===== config.mk =====
export PLATFORM = sky130hd
export DESIGN_NAME = tm1638_key_reader
export DESIGN_NICKNAME = d
export VERILOG_FILES = /design/src/rtl/tm1638_key_reader.sv
export SDC_FILE = /design/constraint.sdc
export NUM_CORES = 1
export LEC_CHECK = 0
export CAP_MARGIN = 20
export CORE_UTILIZATION = 40
export DETAILED_ROUTE_END_ITERATION = 10
export GPL_ROUTABILITY_DRIVEN = 0
export PLACE_DENSITY_LB_ADDON = 0.1
export REMOVE_ABC_BUFFERS = 1
export SLEW_MARGIN = 25
export SYNTH_ARGS = -nofsm -noshare
export SYNTH_HDL_FRONTEND = slang
export SYNTH_SLANG_ARGS = --single-unit

===== constraint.sdc =====
create_clock -name clki -period 3 [get_ports clki]
set_input_delay 0.45 -clock clki [delete_from_list [all_inputs] [get_ports clki]]
set_output_delay 0.45 -clock clki [all_outputs]
set_load 0.01 [all_outputs]

===== src/rtl/tm1638_key_reader.sv =====
// Reads the 32-bit key-scan word from a TM1638: sends the read command, releases DIO, clocks in 4 bytes.
// All outputs are registered; the serial clock is clki / (2*CLK_DIV).
module tm1638_key_reader #(
  parameter int         CLK_DIV  = 32,
  parameter int         WAIT_CYC = 64,
  parameter logic [7:0] CMD      = 8'h42
) (
  input  logic        clki,
  input  logic        rst,
  input  logic        start,
  output logic        busy,
  output logic        done,
  output logic [31:0] keys,
  output logic        stb,
  output logic        sclk,
  output logic        dio_out,
  output logic        dio_oe,
  input  logic        dio_in
);

  localparam logic [7:0]  DIV_LAST  = 8'(CLK_DIV - 1);
  localparam logic [15:0] WAIT_LAST = 16'(WAIT_CYC - 1);
  localparam logic [15:0] GAP_LAST  = 16'(2 * CLK_DIV);

  typedef enum logic [2:0] {
    S_IDLE,
    S_CMD,
    S_WAIT,
    S_READ,
    S_END,
    S_GAP
  } state_t;

  state_t      state, state_nxt;
  logic [7:0]  div_cnt, div_nxt;
  logic        phase, phase_nxt;
  logic [4:0]  bit_cnt, bit_nxt;
  logic [15:0] cnt, cnt_nxt;
  logic [31:0] shift, shift_nxt;
  logic [31:0] keys_nxt;
  logic        busy_nxt, done_nxt, stb_nxt, sclk_nxt, dout_nxt, oe_nxt;
  logic        div_end;

  always_comb begin
    state_nxt = state;
    div_nxt   = div_cnt;
    phase_nxt = phase;
    bit_nxt   = bit_cnt;
    cnt_nxt   = cnt;
    shift_nxt = shift;
    keys_nxt  = keys;
    busy_nxt  = busy;
    done_nxt  = 1'b0;
    stb_nxt   = stb;
    sclk_nxt  = sclk;
    dout_nxt  = dio_out;
    oe_nxt    = dio_oe;
    div_end   = (div_cnt == DIV_LAST);

    case (state)
      S_IDLE: begin
        div_nxt = 8'd0;
        if (start) begin
          state_nxt = S_CMD;
          stb_nxt   = 1'b0;
          busy_nxt  = 1'b1;
          oe_nxt    = 1'b1;
          dout_nxt  = CMD[0];
          sclk_nxt  = 1'b0;
          phase_nxt = 1'b0;
          bit_nxt   = 5'd0;
        end
      end

      S_CMD: begin
        if (!div_end) begin
          div_nxt = div_cnt + 8'd1;
        end else begin
          div_nxt = 8'd0;
          if (!phase) begin
            phase_nxt = 1'b1;
            sclk_nxt  = 1'b1;
          end else if (bit_cnt == 5'd7) begin
            // Release DIO so the chip can take over the line.
            state_nxt = S_WAIT;
            oe_nxt    = 1'b0;
            dout_nxt  = 1'b1;
            cnt_nxt   = 16'd0;
          end else begin
            bit_nxt   = bit_cnt + 5'd1;
            phase_nxt = 1'b0;
            sclk_nxt  = 1'b0;
            dout_nxt  = CMD[bit_cnt[2:0] + 3'd1];
          end
        end
      end

      S_WAIT: begin
        if (cnt == WAIT_LAST) begin
          state_nxt = S_READ;
          sclk_nxt  = 1'b0;
          phase_nxt = 1'b0;
          bit_nxt   = 5'd0;
        end else begin
          cnt_nxt = cnt + 16'd1;
        end
      end

      S_READ: begin
        if (!div_end) begin
          div_nxt = div_cnt + 8'd1;
        end else begin
          div_nxt = 8'd0;
          if (!phase) begin
            phase_nxt = 1'b1;
            sclk_nxt  = 1'b1;
          end else begin
            // Last high cycle of the bit: the chip's data has had a full half-period to settle.
            shift_nxt = {dio_in, shift[31:1]};
            if (bit_cnt == 5'd31) begin
              state_nxt = S_END;
            end else begin
              bit_nxt   = bit_cnt + 5'd1;
              phase_nxt = 1'b0;
              sclk_nxt  = 1'b0;
            end
          end
        end
      end

      S_END: begin
        if (!div_end) begin
          div_nxt = div_cnt + 8'd1;
        end else begin
          div_nxt   = 8'd0;
          state_nxt = S_GAP;
          stb_nxt   = 1'b1;
          done_nxt  = 1'b1;
          keys_nxt  = shift;
          cnt_nxt   = 16'd0;
        end
      end

      S_GAP: begin
        if (cnt == GAP_LAST) begin
          state_nxt = S_IDLE;
          busy_nxt  = 1'b0;
        end else begin
          cnt_nxt = cnt + 16'd1;
        end
      end

      default: begin
        state_nxt = S_IDLE;
      end
    endcase
  end

  always_ff @(posedge clki or posedge rst) begin
    if (rst) begin
      state   <= S_IDLE;
      div_cnt <= 8'd0;
      phase   <= 1'b0;
      bit_cnt <= 5'd0;
      cnt     <= 16'd0;
      shift   <= 32'd0;
      keys    <= 32'd0;
      busy    <= 1'b0;
      done    <= 1'b0;
      stb     <= 1'b1;
      sclk    <= 1'b1;
      dio_out <= 1'b1;
      dio_oe  <= 1'b0;
    end else begin
      state   <= state_nxt;
      div_cnt <= div_nxt;
      phase   <= phase_nxt;
      bit_cnt <= bit_nxt;
      cnt     <= cnt_nxt;
      shift   <= shift_nxt;
      keys    <= keys_nxt;
      busy    <= busy_nxt;
      done    <= done_nxt;
      stb     <= stb_nxt;
      sclk    <= sclk_nxt;
      dio_out <= dout_nxt;
      dio_oe  <= oe_nxt;
    end
  end

endmodule

======== Word level (Yosys, flattened, before mapping) ========
Memory sizes are Yosys's and may differ from the RTL's.
Cells that the tools add are included.
cells by class
  $add $sub $neg .......................... 4
  order comparisons ....................... 1
  eq/ne operators ......................... 26
  mux-type cells .......................... 61
  reductions and logical operators ........ 19
operator list
  kind                     count
  $mux W16                 6
  $pmux W16 S4             1
  $mux W5                  8
  $mux W3                  10
  $ne A2 B2 Y1 const B     14
  $mux W1                  26
  $pmux W5 S4              1
  $pmux W3 S6              1
  $add A16 B1 Y16 const B  1
  $eq A16 B6 Y1 const B    1
  $eq A16 B7 Y1 const B    1
  $pmux W8 S2              1
  $reduce_and A7 Y1        2
  $reduce_and A10 Y1       1
  $reduce_and A5 Y1        2
  $reduce_and A3 Y1        3
  $reduce_and A9 Y1        1
  $add A8 B1 Y8 const B    1
  $eq A8 B5 Y1 const B     1
  $mux W8                  1
  $pmux W1 S2              4
  $pmux W1 S4              2
  $reduce_bool A2 Y1       4
  $reduce_bool A4 Y1       2
  13 further kinds         16
storage, ports and cells
  register bits after elaboration ......... 103
  ROM bits ................................ 8
  output and inout port bits .............. 38
  word-level logic and storage cells ...... 125
  memories ................................ 1
memories
  name              words  width  rd ports  clocked after Yosys merged registers in  write ports  line  text
  (name not given)  8      1      1         0                                        0            93    dout_nxt = CMD[bit_cnt[2:0] + 3'd1];

======== Longest topological paths before layout ========
Gate-level depths: netlist (run 1).
  depth after elaboration ................. 7
  mapped depth ............................ 9
  mapped depth without buffers ............ 8

======== Worst setup path after synthesis (run 1) ========
No wires, ideal clock.
  path kind ............................... register -> register
  start point ............................. register div_cnt[0]
  end point ............................... register shift[20]
  library setup time ...................... 0.125 ns
  arrival time ............................ 1.923 ns
  setup slack ............................. 0.952 ns
  stages on the path, launching flop included .. 10
  buffers on the path ..................... 4
  path through ............................ dfrtp_1 -> ha_1 -> and4_1 -> buf_6 -> and2_4 -> buf_6 -> and4_4 -> buf_6 -> buf_8 -> mux2_4
on the way
  cells in the longest elaborated chain, start to end .. 2
ends and longest elaborated chain
  item                                line  text
  from (decl)                         35    logic [7:0] div_cnt, div_nxt;
  from (signal assigned)              176   div_cnt <= div_nxt;
  $eq A8 B5 Y1                        58    div_end = (div_cnt == DIV_LAST);
  $reduce_and A3 Y1 (no source line)  -
  to (signal assigned)                180   shift <= shift_nxt;
  to (decl)                           39    logic [31:0] shift, shift_nxt;
No other way between the ends.
A chain may end at the register's enable or synchronous reset.

======== Final worst setup path (run 1) ========
  start point ............................. register div_cnt[0]
  end point ............................... register cnt[1]
on the way
  cells in the longest elaborated chain, start to end .. 3
  elaborated cells between the ends (all ways) .. 4
  those cells by class .................... eq/ne (3); reduce/logical (1)
ends and longest elaborated chain
  item                                    line  text
  $eq A8 B5 Y1 (*)                        58
  $ne A2 B2 Y1 (no source line)           -
  $reduce_and A7 Y1 (no source line) (*)  -
  to (signal assigned)                    179   cnt <= cnt_nxt;
  to (decl)                               38    logic [15:0] cnt, cnt_nxt;
Mark *: on every way between the ends. The rest lies on a longest branch, timed or not.

==> reports/metrics.csv, run 1 <==
stage,metric,value,unit
sta,timing-limited maximum frequency,0.386,GHz
route,Via Count,3356,
setup_path,"Max FO, Critical Path",11,
floorplan,boundary pin count,42,
power,Power Density,611,mW/mm2
placed_design,detailed placer's ending HPWL,6570,um
setup_path,kind of start point of the critical path,register,
floorplan,floorplan core area,0.0122,mm2
global_route,aggregate global routing overflow,0,
global_route,pin count of the biggest net entering global routing,66,
floorplan,starting density of the core,41.6,%
synthesis,count of flip-flops with a built-in enable after synthesis,0,
clock_network,CTS tree,done,
sta,worst setup skew after layout,7.19,ps
hold_path,class of the tightest hold or removal check,in -> async,
synthesis,number of warnings printed during yosys synthesis,0,
route,First DRT Iteration DRCs,170,
power,static power due to leakage,2.60,nW
setup_path,"Data arrival, critical path",2870,ps
global_route,first-pass GRT wire length,16500,um
final_layout,share of cells above drive strength 1,22.5,%
synthesis,Post-Synthesis Cell Area,0.00506,mm2
synthesis,Avg Inst Size Synth,12.1,um2
final_layout,most used cells in the layout excluding fill and tap cells,"sky130_fd_sc_hd__dfrtp_1, sky130_fd_sc_hd__mux2_2, sky130_fd_sc_hd__clkdlybuf4s50_1, sky130_fd_sc_hd__o21ai_0, sky130_fd_sc_hd__nand2_1",
clock_network,count of clock tree sinks,103,
setup_path,number of cells traversed by the worst register-to-register path,6,
synthesis,proportion of synthesized flip-flops having asynchronous set or reset,100,%
sta,share of the cycle needed by the critical path after routing,86.4,%
placed_design,Worst Setup Slack post-DPL,455,ps
synthesis,commonest register cell after synthesis,sky130_fd_sc_hd__dfrtp_1,
synthesis,area fraction in compound gates after synthesis,12.4,%
clock_network,post-cts resize count,0,
clock_network,worst skew pair latency,350,ps
synthesis,"Seq/Total Area, Yosys",51.0,%
floorplan,overall die width,114,um
synthesis,gate count of the mapped netlist,419,
sta,slack of the critical path,408,ps
final_layout,number of diodes,0,
route,DRC violation count after routing,0,
sta,max-slew violations,0,
final_layout,"most common cell after layout, fill and taps aside",sky130_fd_sc_hd__dfrtp_1,
setup_path,critical path data required time,3280,ps
flow_run,max cap viols,0,
clock_network,Post-CTS Setup Inserts,0,
placed_design,input/output buffers,41,
clock_network,Inserted Clock Buffers,9,
synthesis,share of the synthesized netlist area taken by xor and xnor gates,1.04,%
synthesis,number of distinct library cells after synthesis,65,
clock_network,root buffer selected by CTS,sky130_fd_sc_hd__clkbuf_16,
clock_network,CTS Hold Bufs,0,
route,Initial DRT Pass Iterations,4,
synthesis,Synth Area in Adders,1.73,%
clock_network,Max Root-Sink Buffers,2,
global_route,global-route total usage across every layer,16.2,%
synthesis,largest family of logic cells by synthesized area,multiplexers,
final_layout,layout net count,464,
sta,minimum clock period,2590,ps
clock_network,clock input transition at the sequential cells of the worst setup and hold paths,70,ps
route,Via-to-Cell Ratio,5.36,
route,average routed wire per standard cell,15.7,um
outcome,result of the run,"finished, final reports clean",
synthesis,multiplexer area fraction after synthesis,16.6,%
global_route,antenna violations before repair,0,
floorplan,count of standard-cell rows,40,
route,final wirelength,9840,um
sta,minimum hold slack,495,ps
setup_path,WS Path Type,reg -> reg,
sta,RSZ-0062 raised after global routing,no,
setup_path,worst reg2reg setup slack,410,ps
sta,total count of hold-check failures in the final report,0,
setup_path,end of the worst register-to-register path,cnt[1]$_DFFE_PP0P_,
synthesis,Simple-Gate Fraction of Synth Area,12.0,%
floorplan,y dimension of the die,114,um
sta,final setup violation count,0,
sta,relative max-transition margin,40.4,%
sta,worst-margin pin slew,891,ps
setup_path,Crit Reg-Reg Startpoint,div_cnt[0]$_DFFE_PP0P_,
power,peak supply drop,326,uV
setup_path,kind of end point of the critical path,register,
clock_network,H-tree levels,3,
synthesis,synthesized flop and latch total,103,
global_route,number of global-route vias before repair,3238,
final_layout,Layout area overhead,15.3,%
route,count of antenna-violating nets left after detailed routing,0,
floorplan,Die Footprint,0.0131,mm2
## registers in the layout (all words and copies together), names as in the netlist
name	flops
keys	32
shift	32
cnt	16
div_cnt	8
bit_cnt	5
state	3
busy	1
dio_oe	1
dio_out	1
done	1
phase	1
sclk	1
stb	1
## metal layers
layer,vias to the layer above,part of all wire (%),GRT usage [%]
met4,0,1.4,6.49
met2,69,45,24.1
met1,1661,50,23.1
li1,1616,-,-
met5,-,0,0
met3,10,3.7,3.44
## worst max-delay path by stage
| stage | startpoint | endpoint | slack, ps |
|---|---|---|---|
| detailed placement | div_cnt[0]$_DFFE_PP0P_ | cnt[1]$_DFFE_PP0P_ | 450 |
| global placement | div_cnt[0]$_DFFE_PP0P_ | cnt[1]$_DFFE_PP0P_ | 490 |
| finish | div_cnt[0]$_DFFE_PP0P_ | cnt[1]$_DFFE_PP0P_ | 410 |
| floorplan | rst | bit_cnt[0]$_DFFE_PP0P_ | -150 |
| CTS | div_cnt[0]$_DFFE_PP0P_ | cnt[1]$_DFFE_PP0P_ | 450 |
| global route | div_cnt[0]$_DFFE_PP0P_ | cnt[1]$_DFFE_PP0P_ | 180 |
## cell families (layout without fill, tap and decap cells)
family | count (synthesis) | count (layout)
xor+xnor | 6 | 6
flops | 103 | 103
simple gates | 103 | 103
buf+inv | 36 | 75
fa+ha+maj | 7 | 7
compound gates | 95 | 95
mux | 69 | 69
## power breakdown
group          internal, mW  switching, mW
registers              1.48          0.107
clock network         0.582          0.556
logic                 0.317          0.522
total                  2.38           1.18
## through the flow
step                util [%]  instances  TNS [ps]  power [mW]  cell area, um2
global route            48.0        626         0        3.77            5830
finish                  48.0        626         0        3.56            5830
detailed placement      45.6        610         0        2.45            5540
CTS                     48.0        626         0        3.61            5830
global placement        45.6        610         0        2.44            5540
floorplan                  -        394    -14890        2.18            4840
## layout make-up
cell class	instances	area (um2)
clock buffer	9	225
clock inverter	7	66.3
fill	1110	6330
inverter	11	43.8
multi-input combinational	280	2220
sequential	103	2580
tap	168	210
timing repair buffer	48	488
## cells in the mapped netlist (4+ instances only)
cell,number,area (um2)
sky130_fd_sc_hd__mux2i_1,4,40.0
sky130_fd_sc_hd__o21ai_0,24,120
sky130_fd_sc_hd__buf_2,6,30.0
sky130_fd_sc_hd__a31oi_1,9,56.3
sky130_fd_sc_hd__mux2_2,46,518
sky130_fd_sc_hd__o31ai_1,16,120
sky130_fd_sc_hd__nand2_1,20,75.1
sky130_fd_sc_hd__and3_1,4,25.0
sky130_fd_sc_hd__mux2_4,18,270
sky130_fd_sc_hd__nor3_1,7,35.0
sky130_fd_sc_hd__nand4_1,7,43.8
sky130_fd_sc_hd__clkbuf_1,4,15.0
sky130_fd_sc_hd__a21oi_1,16,80.1
sky130_fd_sc_hd__nand3_1,11,55.1
sky130_fd_sc_hd__buf_6,11,124
sky130_fd_sc_hd__nor2b_1,6,37.5
sky130_fd_sc_hd__and2_1,5,31.3
sky130_fd_sc_hd__ha_1,7,87.6
sky130_fd_sc_hd__nor2_1,15,56.3
sky130_fd_sc_hd__o2bb2ai_1,7,61.3
sky130_fd_sc_hd__dfrtp_1,100,2500
sky130_fd_sc_hd__xor2_1,4,35.0
sky130_fd_sc_hd__inv_1,10,37.5
## critical path: stages, from the launching register on
cell                        delay (ps)
sky130_fd_sc_hd__dfrtp_1           410
sky130_fd_sc_hd__ha_1              250
sky130_fd_sc_hd__and4_1            290
sky130_fd_sc_hd__a31oi_1           220
sky130_fd_sc_hd__a2bb2oi_1         740
sky130_fd_sc_hd__or3_1             390
sky130_fd_sc_hd__mux2i_1           210
(Power assumes the default switching activity.)
==> inputs of run 2 (changes only) <==
--- a/config.mk
+++ b/config.mk
@@ -6,7 +6,9 @@
 export NUM_CORES = 1
 export LEC_CHECK = 0
 export CAP_MARGIN = 20
-export CORE_UTILIZATION = 40
+export CELL_PAD_IN_SITES_DETAIL_PLACEMENT = 2
+export CELL_PAD_IN_SITES_GLOBAL_PLACEMENT = 2
+export CORE_UTILIZATION = 36
 export DETAILED_ROUTE_END_ITERATION = 10
 export GPL_ROUTABILITY_DRIVEN = 0
 export PLACE_DENSITY_LB_ADDON = 0.1
==> run 2 against run 1 <==
Effect of this change: final area is essentially flat; first-iteration DRC count down 19%; wire length grew 20%; final cell count is 1.3% higher; via count grew 3.3%; largest power group unchanged.
==> reports/metrics.csv, run 2 (synthesized netlist as in run 1, its figures left out) <==
stage,metric,value,unit
outcome,result of the run,"finished, final reports clean",
setup_path,family with the most delay on the worst path,simple AND/OR/NAND/NOR gates,
sta,share of the cycle needed by the critical path after routing,88.6,%
floorplan,boundary pin count,42,
global_route,pin count of the biggest net entering global routing,76,
clock_network,clock input transition at the sequential cells of the worst setup and hold paths,70,ps
route,DRC violation count after routing,0,
sta,timing-limited maximum frequency,0.376,GHz
sta,worst-margin pin slew,949,ps
clock_network,root buffer selected by CTS,sky130_fd_sc_hd__clkbuf_16,
setup_path,cells traversed along the worst timing path,"ha_1, and4_1, and2_4, nand3_2, mux2_2",
power,"sum of internal, switching and leakage power",3.62,mW
floorplan,y dimension of the die,121,um
route,Via Count,3466,
final_layout,share of cells above drive strength 1,22.5,%
clock_network,Inserted Clock Buffers,9,
sta,worst setup skew after layout,7.71,ps
final_layout,"most common cell after layout, fill and taps aside",sky130_fd_sc_hd__dfrtp_1,
clock_network,worst skew pair latency,360,ps
setup_path,kind of start point of the critical path,register,
floorplan,count of standard-cell rows,42,
global_route,grt met2 use,30.1,%
clock_network,Max Root-Sink Buffers,2,
setup_path,critical path data required time,3230,ps
power,peak supply drop,324,uV
clock_network,CTS Hold Bufs,0,
final_layout,final standard cell count with taps included and fillers excluded,634,
route,count of antenna-violating nets left after detailed routing,0,
route,Initial DRT Pass Iterations,4,
setup_path,WS Path Type,reg -> reg,
sta,minimum clock period,2660,ps
clock_network,CTS tree,done,
clock_network,count of clock tree sinks,103,
clock_network,post-cts resize count,0,
route,First DRT Iteration DRCs,137,
final_layout,biggest registers after layout,"keys x32, shift x32, cnt x16",
final_layout,# fillers,1400,
sta,max-slew violations,0,
clock_network,H-tree levels,3,
setup_path,worst stage delay on the critical path,680,ps
route,Via-to-Cell Ratio,5.47,
setup_path,number of cells on the critical path,5,
final_layout,layout net count,464,
global_route,met3 capacity usage during global routing,4.43,%
setup_path,number of cells traversed by the worst register-to-register path,5,
final_layout,FF+latch area,0.00258,mm2
hold_path,class of the tightest hold or removal check,in -> async,
global_route,first-pass GRT wire length,20700,um
global_route,global routing met1 resource utilization,24.3,%
setup_path,critical-path cell with the highest stage delay,sky130_fd_sc_hd__nand3_2,
setup_path,"Buf+Inv Stages, Crit Path",0,
global_route,aggregate global routing overflow,0,
setup_path,kind of end point of the critical path,register,
final_layout,number of diodes,0,
power,static power due to leakage,2.59,nW
final_layout,most used cells in the layout excluding fill and tap cells,"sky130_fd_sc_hd__dfrtp_1, sky130_fd_sc_hd__mux2_2, sky130_fd_sc_hd__clkdlybuf4s50_1, sky130_fd_sc_hd__o21ai_0, sky130_fd_sc_hd__nand2_1",
sta,final setup violation count,0,
setup_path,"Data arrival, critical path",2890,ps
floorplan,floorplan core area,0.0135,mm2
route,average routed wire per standard cell,18.7,um
global_route,global-route total usage across every layer,18.3,%
clock_network,Post-CTS Setup Inserts,0,
final_layout,utilization after layout,43.3,%
power,Power Density,622,mW/mm2
global_route,antenna violations before repair,0,
route,final wirelength,11900,um
placed_design,detailed placer's ending HPWL,8030,um
global_route,busiest layer in global routing,met2,
placed_design,input/output buffers,41,
floorplan,starting density of the core,37.6,%
placed_design,# placed instances,618,
final_layout,area of combinational cells with multiple inputs,0.00222,mm2
flow_run,max cap viols,0,
sta,RSZ-0062 raised after global routing,no,
floorplan,Die Footprint,0.0145,mm2
sta,total count of hold-check failures in the final report,0,
global_route,number of global-route vias before repair,3898,
setup_path,"Max FO, Critical Path",33,
final_layout,Layout area overhead,15.2,%
floorplan,overall die width,121,um
sta,relative max-transition margin,36.5,%
run 2: where the power goes:
part	total [mW]	internal (mW)	switching [mW]
Clock	1.15	0.598	0.550
Combinational	0.889	0.320	0.568
Sequential	1.59	1.48	0.109
run 2: area by class of cell:
class / instances / area share, %
clock buffers: 10 / 4.10
clock inverters: 6 / 0.859
inverters: 11 / 0.752
well taps: 176 / 3.78
multi-input cells: 280 / 38.1
flip-flops and latches: 103 / 44.3
repair buffers: 48 / 8.16
run 2: worst paths after layout:
| path | slack (ps) | end | start |
|---|---|---|---|
| max in group asynchronous | 1790 | sclk$_DFFE_PP1P_ | rst |
| worst max-delay path | 340 | keys[26]$_DFFE_PP0P_ | div_cnt[0]$_DFFE_PP0P_ |
| min in group clki | 500 | dio_out$_DFFE_PP1P_ | dio_out$_DFFE_PP1P_ |
| worst min-delay path | 430 | keys[20]$_DFFE_PP0P_ | rst |
| worst max register to register | 340 | keys[26]$_DFFE_PP0P_ | div_cnt[0]$_DFFE_PP0P_ |
| worst min register to register | 500 | dio_out$_DFFE_PP1P_ | dio_out$_DFFE_PP1P_ |
run 2: stage by stage:
step / setup TNS [ps] / cell area [um2] / hold slack (ps) / worst slack, ps
after floorplan: -14890 / 4840 / 478 / -149
after global placement: 0 / 5540 / 483 / 346
after detailed placement: 0 / 5540 / 485 / 276
after CTS: 0 / 5830 / 436 / 269
after global routing: 0 / 5830 / 456 / 90.5
final: 0 / 5830 / 433 / 343
run 2: per-layer routing:
layer / part of all wire (%) / wire [um]
met4: 0.98 / 116
met5: 0 / 0
met3: 2.3 / 275
met2: 48 / 5710
met1: 49 / 5750
